<file path="config.mk">
export PLATFORM = sky130hd
export DESIGN_NAME = uart_tx_buffered
export DESIGN_NICKNAME = d
export VERILOG_FILES = /design/src/rtl/uart_pkg.sv /design/src/rtl/uart_sync_fifo.sv /design/src/rtl/uart_tx_buffered.sv
export SDC_FILE = /design/constraint.sdc
export NUM_CORES = 2
export LEC_CHECK = 0
export CAP_MARGIN = 20
export CORE_MARGIN = 2
export CORE_UTILIZATION = 55
export CTS_BUF_LIST = sky130_fd_sc_hd__clkbuf_4 sky130_fd_sc_hd__clkbuf_8 sky130_fd_sc_hd__clkbuf_16
export DETAILED_ROUTE_END_ITERATION = 10
export DONT_BUFFER_PORTS = 1
export PLACE_DENSITY = 0.7
export SLEW_MARGIN = 5
export SYNTH_ARGS = -nofsm -noshare
export SYNTH_HDL_FRONTEND = slang
export SYNTH_SLANG_ARGS = --single-unit
export TNS_END_PERCENT = 10
</file>
<file path="constraint.sdc">
create_clock -name clk -period 4.9 [get_ports clk]
set_clock_uncertainty 0.2 [all_clocks]
set_input_delay 0.735 -clock clk [delete_from_list [all_inputs] [get_ports clk]]
set_output_delay 0.735 -clock clk [all_outputs]
set_load 0.02 [all_outputs]
</file>
<file path="src/rtl/uart_pkg.sv">
// Shared UART definitions: one-hot FSM encodings, default line settings,
// bit-period and clog2 helpers. Parity state exists only with UART_TX_PARITY_EN.
package uart_pkg;

  localparam int unsigned DEF_CLK_FREQ = 65_000_000;
  localparam int unsigned DEF_BAUD     = 115_200;

  localparam int unsigned STATE_W = 5;
  localparam logic [STATE_W-1:0] ST_IDLE   = 5'b00001;
  localparam logic [STATE_W-1:0] ST_START  = 5'b00010;
  localparam logic [STATE_W-1:0] ST_DATA   = 5'b00100;
`ifdef UART_TX_PARITY_EN
  localparam logic [STATE_W-1:0] ST_PARITY = 5'b01000;
`endif
  localparam logic [STATE_W-1:0] ST_STOP   = 5'b10000;

  // Bit period in clocks, truncated.
  function automatic int unsigned calc_div(input int unsigned clk_freq,
                                           input int unsigned baud);
    return clk_freq / baud;
  endfunction

  function automatic int unsigned clog2(input int unsigned value);
    int unsigned r;
    r = 0;
    for (int unsigned i = 0; i < 32'd32; i++) begin
      if ((64'd1 << i) < 64'(value)) r = i + 32'd1;
    end
    return r;
  endfunction

endpackage

</file>
<file path="src/rtl/uart_sync_fifo.sv">
// Synchronous FIFO with registered full/empty/count; a push while full is
// accepted only when a pop happens in the same cycle.
module uart_sync_fifo
  import uart_pkg::*;
#(
  parameter int unsigned WIDTH = 8,
  parameter int unsigned DEPTH = 256
) (
  input  logic                   clk,
  input  logic                   rst,
  input  logic [WIDTH-1:0]       din,
  input  logic                   push,
  input  logic                   pop,
  output logic [WIDTH-1:0]       dout_c,
  output logic                   full,
  output logic                   empty,
  output logic [clog2(DEPTH):0]  count
);

  localparam int unsigned AW = clog2(DEPTH);
  localparam int unsigned CW = AW + 1;

  logic [WIDTH-1:0] mem [DEPTH];
  logic [AW-1:0]    wr_ptr;
  logic [AW-1:0]    rd_ptr;
  logic             push_ok;
  logic             pop_ok;
  logic [CW-1:0]    count_nxt;

  always_comb begin
    pop_ok    = pop & ~empty;
    push_ok   = push & (~full | pop_ok);
    count_nxt = count + CW'(push_ok) - CW'(pop_ok);
  end

  assign dout_c = mem[rd_ptr];

  always_ff @(posedge clk) begin
    if (rst) begin
      wr_ptr <= '0;
      rd_ptr <= '0;
      count  <= '0;
      full   <= 1'b0;
      empty  <= 1'b1;
    end else begin
      if (push_ok) wr_ptr <= wr_ptr + AW'(1);
      if (pop_ok)  rd_ptr <= rd_ptr + AW'(1);
      count <= count_nxt;
      full  <= (count_nxt == CW'(DEPTH));
      empty <= (count_nxt == '0);
    end
  end

  // Storage is not reset; only entries between the pointers are ever read.
  always_ff @(posedge clk) begin
    if (push_ok) mem[wr_ptr] <= din;
  end

endmodule

</file>
<file path="src/rtl/uart_tx_buffered.sv">
// Buffered UART transmitter: FIFO absorbs byte bursts, FSM sends 8N1 frames
// back-to-back (8E1 when UART_TX_PARITY_EN is defined).
module uart_tx_buffered
  import uart_pkg::*;
#(
  parameter int unsigned CLK_FREQ   = DEF_CLK_FREQ,
  parameter int unsigned BAUD       = DEF_BAUD,
  parameter int unsigned FIFO_DEPTH = 256
) (
  input  logic                        clk,
  input  logic                        rst,
  input  logic [7:0]                  din,
  input  logic                        wr,
  output logic                        tx,
  output logic                        busy,
  output logic                        full,
  output logic                        overflow,
  output logic [clog2(FIFO_DEPTH):0]  count
);

  localparam int unsigned DIV = calc_div(CLK_FREQ, BAUD);
  localparam int unsigned BW  = clog2(DIV);
  localparam int unsigned CW  = clog2(FIFO_DEPTH) + 1;

  logic [STATE_W-1:0] state, state_nxt;
  logic [BW-1:0]      baud_cnt, baud_nxt;
  logic [2:0]         bit_cnt, bit_nxt;
  logic [7:0]         shift, shift_nxt;
  logic               tx_nxt;
  logic               busy_nxt;
  logic               overflow_nxt;
  logic               push;
  logic               pop;
  logic               baud_last;
  logic               fifo_empty;
  logic [7:0]         fifo_dout;
`ifdef UART_TX_PARITY_EN
  logic               parity, parity_nxt;
`endif

  uart_sync_fifo #(
    .WIDTH (8),
    .DEPTH (FIFO_DEPTH)
  ) u_fifo (
    .clk    (clk),
    .rst    (rst),
    .din    (din),
    .push   (push),
    .pop    (pop),
    .dout_c (fifo_dout),
    .full   (full),
    .empty  (fifo_empty),
    .count  (count)
  );

  assign baud_last = (baud_cnt == BW'(DIV - 1));

  // State register and datapath registers.
  always_ff @(posedge clk) begin
    if (rst) begin
      state    <= ST_IDLE;
      baud_cnt <= '0;
      bit_cnt  <= '0;
      shift    <= '0;
      tx       <= 1'b1;
      busy     <= 1'b0;
      overflow <= 1'b0;
`ifdef UART_TX_PARITY_EN
      parity   <= 1'b0;
`endif
    end else begin
      state    <= state_nxt;
      baud_cnt <= baud_nxt;
      bit_cnt  <= bit_nxt;
      shift    <= shift_nxt;
      tx       <= tx_nxt;
      busy     <= busy_nxt;
      overflow <= overflow_nxt;
`ifdef UART_TX_PARITY_EN
      parity   <= parity_nxt;
`endif
    end
  end

  // Next-state, shift and line logic; a pop at end of stop chains frames with no gap.
  always_comb begin
    state_nxt  = state;
    baud_nxt   = baud_cnt + BW'(1);
    bit_nxt    = bit_cnt;
    shift_nxt  = shift;
    tx_nxt     = tx;
    pop        = 1'b0;
`ifdef UART_TX_PARITY_EN
    parity_nxt = parity;
`endif

    case (state)
      ST_IDLE: begin
        baud_nxt = '0;
        if (!fifo_empty) begin
          pop       = 1'b1;
          shift_nxt = fifo_dout;
          tx_nxt    = 1'b0;
          state_nxt = ST_START;
`ifdef UART_TX_PARITY_EN
          parity_nxt = ^fifo_dout;
`endif
        end
      end
      ST_START: begin
        if (baud_last) begin
          baud_nxt  = '0;
          bit_nxt   = '0;
          tx_nxt    = shift[0];
          shift_nxt = {1'b0, shift[7:1]};
          state_nxt = ST_DATA;
        end
      end
      ST_DATA: begin
        if (baud_last) begin
          baud_nxt = '0;
          if (bit_cnt == 3'd7) begin
`ifdef UART_TX_PARITY_EN
            tx_nxt    = parity;
            state_nxt = ST_PARITY;
`else
            tx_nxt    = 1'b1;
            state_nxt = ST_STOP;
`endif
          end else begin
            bit_nxt   = bit_cnt + 3'd1;
            tx_nxt    = shift[0];
            shift_nxt = {1'b0, shift[7:1]};
          end
        end
      end
`ifdef UART_TX_PARITY_EN
      ST_PARITY: begin
        if (baud_last) begin
          baud_nxt  = '0;
          tx_nxt    = 1'b1;
          state_nxt = ST_STOP;
        end
      end
`endif
      ST_STOP: begin
        if (baud_last) begin
          baud_nxt = '0;
          if (!fifo_empty) begin
            pop       = 1'b1;
            shift_nxt = fifo_dout;
            tx_nxt    = 1'b0;
            state_nxt = ST_START;
`ifdef UART_TX_PARITY_EN
            parity_nxt = ^fifo_dout;
`endif
          end else begin
            tx_nxt    = 1'b1;
            state_nxt = ST_IDLE;
          end
        end
      end
      default: begin
        baud_nxt  = '0;
        tx_nxt    = 1'b1;
        state_nxt = ST_IDLE;
      end
    endcase

    push         = wr & (~full | pop);
    overflow_nxt = overflow | (wr & ~push);
    busy_nxt     = (state_nxt != ST_IDLE) | push | (count > CW'(pop));
  end

endmodule

</file>
== Word level (Yosys, flattened, before mapping) ==
Memories as Yosys holds them, arrays and structs flattened. A register that Yosys moved wholly into a read port is not among the register bits.
Index checks and enable logic that the tools add are counted.
Cells by class
  $add $sub $neg: 6
  $mul: 0
  divide/modulo/power cells: 0
  $lt $le $gt $ge: 1
  equal/unequal tests: 13
  shift operators: 0
  multiplexer cells: 31
  bitwise gates (word level): 13
  reduce and logical (&&, ||, !) cells: 8
Operators by type and width (number)
  $mux 8: 7
  $pmux 8 s4: 1
  $mux 5: 5
  $pmux 5 s4: 1
  $add 8x1->8 const B: 2
  $add 10x1->10 const B: 1
  $eq 10x10->1 const B: 1
  $mux 1: 10
  $ne 2x2->1 const B: 5
  $add 9x1->9: 1
  $eq 9x9->1 const B: 1
  $gt 9x1->1: 1
  $logic_not 9->1: 1
  $mux 3: 3
  $sub 9x1->9: 1
  $reduce_and 4->1: 2
  $pmux 3 s2: 1
  $reduce_or 3->1: 2
  $eq 5x1->1 const B: 1
  $eq 5x2->1 const B: 1
  $eq 5x3->1 const B: 1
  $eq 5x5->1 const B: 1
  $ne 5x1->1 const B: 1
  $or 1x1->1: 5
  other kinds (10): 16
Storage, ports and cells
  register bits: 56
  bits in latches: 0
  bits in writable memories: 2048
  bits in read-only memories: 0
  input bits: 11
  output and inout bits: 13
  word-level logic and storage cells: 85
  memories kept: 1
Memories
  u_fifo.mem: depth 256, width 8, rd ports 1, clocked after Yosys merged registers in 1, write ports 1, line uart_sync_fifo.sv:23  | logic [WIDTH-1:0] mem [DEPTH];

== Longest topological paths before layout ==
  depth in word-level cells: 9
  mapped depth: 17
  mapped depth without buffers: 16

== By module ==
A second synthesis with hierarchy kept.
Unflattened totals
  cell total of the unflattened synthesis: 3934
  area, all modules: 82046.2 µm²
By module, submodules not included
  uart_sync_fifo: times used 1, cells an instance 3747, area each 80487.2 µm², seq. area each 62199.7 µm²
  uart_tx_buffered: times used 1, cells an instance 187, area each 1559.0 µm², seq. area each 580.6 µm²

== Least setup slack after synthesis ==
Ideal clock, no wire load.
  path type: register to register
  start point: register baud_cnt[8]
  end point: register u_fifo.empty
  library setup time: 0.116 ns
  arrival time: 3.653 ns
  data required time: 4.584 ns
  setup slack: 0.931 ns
  cell stages (with the launch flop): 17
  path buffers: 1
  period minus slack after synthesis: 3.969 ns
  cell sequence: dfxtp_1 > or4b_1 > nor4_4 > a21oi_1 > o21ai_2 > and2_1 > buf_2 > ha_1 > inv_1 > fa_1 > o21bai_1 > a21oi_1 > o21bai_1 > a21oi_1 > o31ai_1 > xor2_1 > a41o_1
Between the ends
  cells in the longest elaborated chain, start to end: 9
  elaborated cells on any way between the ends: 11
  those cells by class: add/sub (2); eq/ne (1); mux (2); bitwise (5); reduce/logical (1)
Ends and longest elaborated chain
  start, declared: line uart_tx_buffered.sv:26  | logic [BW-1:0] baud_cnt, baud_nxt;
  start signal, assigned: line uart_tx_buffered.sv:73  | baud_cnt <= baud_nxt;
  $eq 10x10->1 (*): line uart_tx_buffered.sv:56  | assign baud_last = (baud_cnt == BW'(DIV - 1));
  $mux 1 (*): line uart_tx_buffered.sv:147  | if (baud_last) begin
  $pmux 1 s2 (*): line uart_tx_buffered.sv:97  | case (state)
  $or 1x1->1 / $and 1x1->1 (equally long branches): line uart_tx_buffered.sv:170, uart_sync_fifo.sv:31
  $and 1x1->1 / $or 1x1->1 (equally long branches): line uart_tx_buffered.sv:170, uart_sync_fifo.sv:32
  $and 1x1->1: line uart_sync_fifo.sv:32  | push_ok = push & (~full | pop_ok);
  $add 9x1->9: line uart_sync_fifo.sv:33  | count_nxt = count + CW'(push_ok) - CW'(pop_ok);
  $sub 9x1->9 (*): line uart_sync_fifo.sv:33
  $logic_not 9->1 (*): line uart_sync_fifo.sv:50  | empty <= (count_nxt == '0);
  end signal, assigned: line uart_sync_fifo.sv:50
  end, declared: line uart_sync_fifo.sv:16  | output logic empty,
Every way passes the cells marked *; elsewhere a longest branch is shown, timed or not.
A chain may end at the register's enable or synchronous reset.

== Worst setup path in the final report ==
  start point: register baud_cnt[8]
  end point: memory u_fifo.mem[219][4] (enable)
Between the ends
  cells in the longest elaborated chain, start to end: 8
  elaborated cells on any way between the ends: 10
  those cells by class: eq/ne (1); mux (4); bitwise (5)
Ends and longest elaborated chain
  $eq 10x10->1 (*): line uart_tx_buffered.sv:56
  $mux 1 (*): line uart_tx_buffered.sv:147
  $pmux 1 s2 (*): line uart_tx_buffered.sv:97
  $or 1x1->1 / $and 1x1->1 (equally long branches): line uart_tx_buffered.sv:170, uart_sync_fifo.sv:31
  $and 1x1->1 / $or 1x1->1 (equally long branches): line uart_tx_buffered.sv:170, uart_sync_fifo.sv:32
  $and 1x1->1 (*): line uart_sync_fifo.sv:32
  $mux 1 (*): line uart_sync_fifo.sv:56  | if (push_ok) mem[wr_ptr] <= din;
  $mux 1 (not written as such) (*): line uart_sync_fifo.sv:56
  end, declared: line uart_sync_fifo.sv:23
Marked as above.

==> metrics.cfg <==
[status]
status = finished clean

[pwr]
leakage_nw = 27.9
power_frac_comb_pct = 5.8
peakVddDrop_uv = 425
power.switching_mw = 8.01
power_frac_clock_pct = 41.5
p_sw_share_pct = 21.1
power_density_mw_per_mm2 = 412
seq_power_share_pct = 52.7
p_int_mw = 29.9

[sta]
slew_violations = 0
relSlewSlack_pct = 2.83
period_minus_slack_ns = 4.54
fin_setup_tns_ns = 0
rsz0062_at_grt = no
holdWs_ns = 0.0763
min_period_over_period_pct = 92.7
setup_viol = 0
hold_violations = 0
tightest_slew_ns = 1.46
fmax_ghz = 0.220

[logic_synthesis]
ys_types = 68
synth.most_common_cell = edfxtp_1
synth_area_mm2 = 0.0824
syn_inst = 3968
synth_edf_count = 2048
ys_ff_latch = 2112
ys_warn_count = 0
seq_area_frac_synth_pct = 76.1
synthTopCellsByArea = edfxtp_1 75%, mux4_2 15%, nor2_1 1.6%
async_reset_ff_share_pct = 0
syn-num-nets = 4005
synth_top_area_cell = edfxtp_1
synthTopCellsByCount = 2048 x edfxtp_1, 533 x mux4_2, 342 x nor2_1, 129 x clkbuf_1, 126 x mux2i_1
avgSynthCellArea_um2 = 20.8
synth_top_area_share_pct = 74.6
synth-main-ff-cell = edfxtp_1

[routing]
drt_iter0_markers = 5460
firstDrtPassIters = 6
antenna_left = 0
viasPerCell = 6.50
avgRoutedWirePerCell_um = 31.3
drt-total-wl_um = 196000
remaining_drc_errors = 0
via_count = 40700

[clocking]
clk_latency_ns = 0.84
path_clk_slew_ns = 0.06
cts_tree = done
cts_made_buffers = 201
postCtsSetupBuffers = 0
clockBufferDepth = 3
cts_max_level = 4
root_buffer = clkbuf_16
clock_sinks = 2112

[floorplan]
dieArea_mm2 = 0.153
die_h_um = 391
placementRows = 142
die_w_um = 391
initial_utilization_pct = 55.2
core_mm2 = 0.149
io_pins = 24

[global_route]
antenna_found_initial = 4
grt_start_max_net_pins = 257
grtUsageTotal_pct = 26.1
grt_pass1_wl_um = 287000
first_global_vias = 40400
overflow = 0

[layout]
fin_cells = 6254
drive_above_1_share_pct = 23.9
register_area_mm2 = 0.0628
fin_nets = 4104
area_growth_pct = 11.6
multi_input_area_mm2 = 0.0185
nFillCells = 10100

[setup_path]
crit_type = flop to flop
crit_fanout = 10
crit_chain = or4b_1 -> nor4_4 -> a21oi_1 -> o21ai_4 -> and4b_1 -> nand2_1 -> buf_4 -> nor2_1
cp.required_ns = 5.16
critPathMaxStageDelay_ns = 0.61
cp_slowest_cell = nor2_1
cp.buffers_inverters = 1
cp-end-kind = flop
crit_family = simple AND/OR/NAND/NOR gates
cp.arrival_ns = 4.80
cp-start-kind = flop

[run]
drv_cap = 0

[min_path]
hold_class = input pin to flop

[placed_design]
dp.cells = 5866
gp_congestion = 0.897
io_buffers = 0
dp_hpwl_um = 115000

==> cell type report <==
class,instances,share of cell area (%)
Multi-Input combinational cell,1608,20.1
Tap cell,2016,2.74
Sequential cell,2112,68.2
Antenna cell,1,0.00272
Timing Repair Buffer,123,1.53
Clock inverter,129,1.42
Clock buffer,244,5.85
Inverter,21,0.0856
==> power groups by stage <==
stage,combinational (mW),clock [mW],sequential [mW]
detailed placement,1.88,0,20.3
floorplan,1.43,0,20.3
global placement,1.88,0,20.3
global route,2.39,16.6,20.0
finish,2.22,15.7,20.0
CTS,2.23,15.9,20.0
==> per-stage QoR <==
step | utilization (%) | total power, mW | cell area [um^2] | setup WS, ns
after floorplan | - | 21.7 | 82400 | 0.931
after global placement | 56.9 | 22.2 | 85000 | 0.496
after detailed placement | 56.9 | 22.2 | 85000 | 0.310
after CTS | 61.6 | 38.1 | 92000 | 0.306
after global routing | 61.6 | 38.9 | 92000 | 0.0583
final | 61.6 | 37.9 | 92000 | 0.360
==> registers in the layout, indices dropped and copies added (netlist names), 3 cells and up, named ones only <==
signal	flops
u_fifo.mem	2048
baud_cnt	10
u_fifo.count	9
shift	8
u_fifo.rd_ptr	8
u_fifo.wr_ptr	8
state	5
bit_cnt	3
==> cells by family after synthesis <==
group / share of synthesized area (%)
buffers and inverters: 1.37
AOI/OAI and AO/OA: 2.19
and+or+nand+nor: 3.38
muxes: 16.2
other: 0.00455
adders and majority gates: 0.404
DFF: 76.1
xor gates and xnor gates: 0.266
==> layer usage <==
layer / track usage [%] / wire length (um) / share of wire (%) / vias to the layer above
li1: - / - / - / 16600
met2: 39.5 / 91600 / 47 / 2361
met3: 5.80 / 19800 / 10 / 334
met1: 38.3 / 78000 / 40 / 21300
met5: 0.447 / 102 / 0.052 / -
met4: 8.42 / 6220 / 3.2 / 4
==> worst register-to-register path: cells and delay by family (launching register included) <==
family                 cells  cell delay [ns]
and+or+nand+nor            5             2.40
AOI/OAI and AO/OA          2             0.77
buffers and inverters      1             0.47
DFF                        1             0.32
==> worst paths after layout <==
path	startpoint	endpoint	slack, ns	cells past startpoint
min	wr	u_fifo.wr_ptr[7]$_SDFFE_PP0N_	0.08	3
min reg2reg	baud_cnt[0]$_SDFF_PP0_	baud_cnt[0]$_SDFF_PP0_	0.26	1
max reg2reg	baud_cnt[8]$_SDFF_PP0_	u_fifo.mem[219][4]$_DFFE_PP_	0.36	8
max	baud_cnt[8]$_SDFF_PP0_	u_fifo.mem[219][4]$_DFFE_PP_	0.36	8
==> timing repair <==
item / in CTS / in global routing
hold buffers: 13 / 0
setup endpoints to repair: 0 / 11
hold endpoints to repair: 2042 / 0
resized for setup: 0 / 1
==> cells in the final DEF, fill, tap and decap left out, types with 19 or more instances in the layout <==
master and count:
nand3_1 33, o21ai_0 34, o22ai_1 41, bufinv_16 24, buf_12 22, ha_1 25, mux4_2 533, mux2i_1 126
clkbuf_4 41, clkbuf_16 203, buf_4 88, nor2b_1 23, nor3_1 22, edfxtp_1 2048, nor2_1 342, nand2_1 100
clkinv_1 44, a21oi_1 51, clkinv_2 42, dfxtp_1 57, inv_1 19
(Power assumes the default switching activity.)
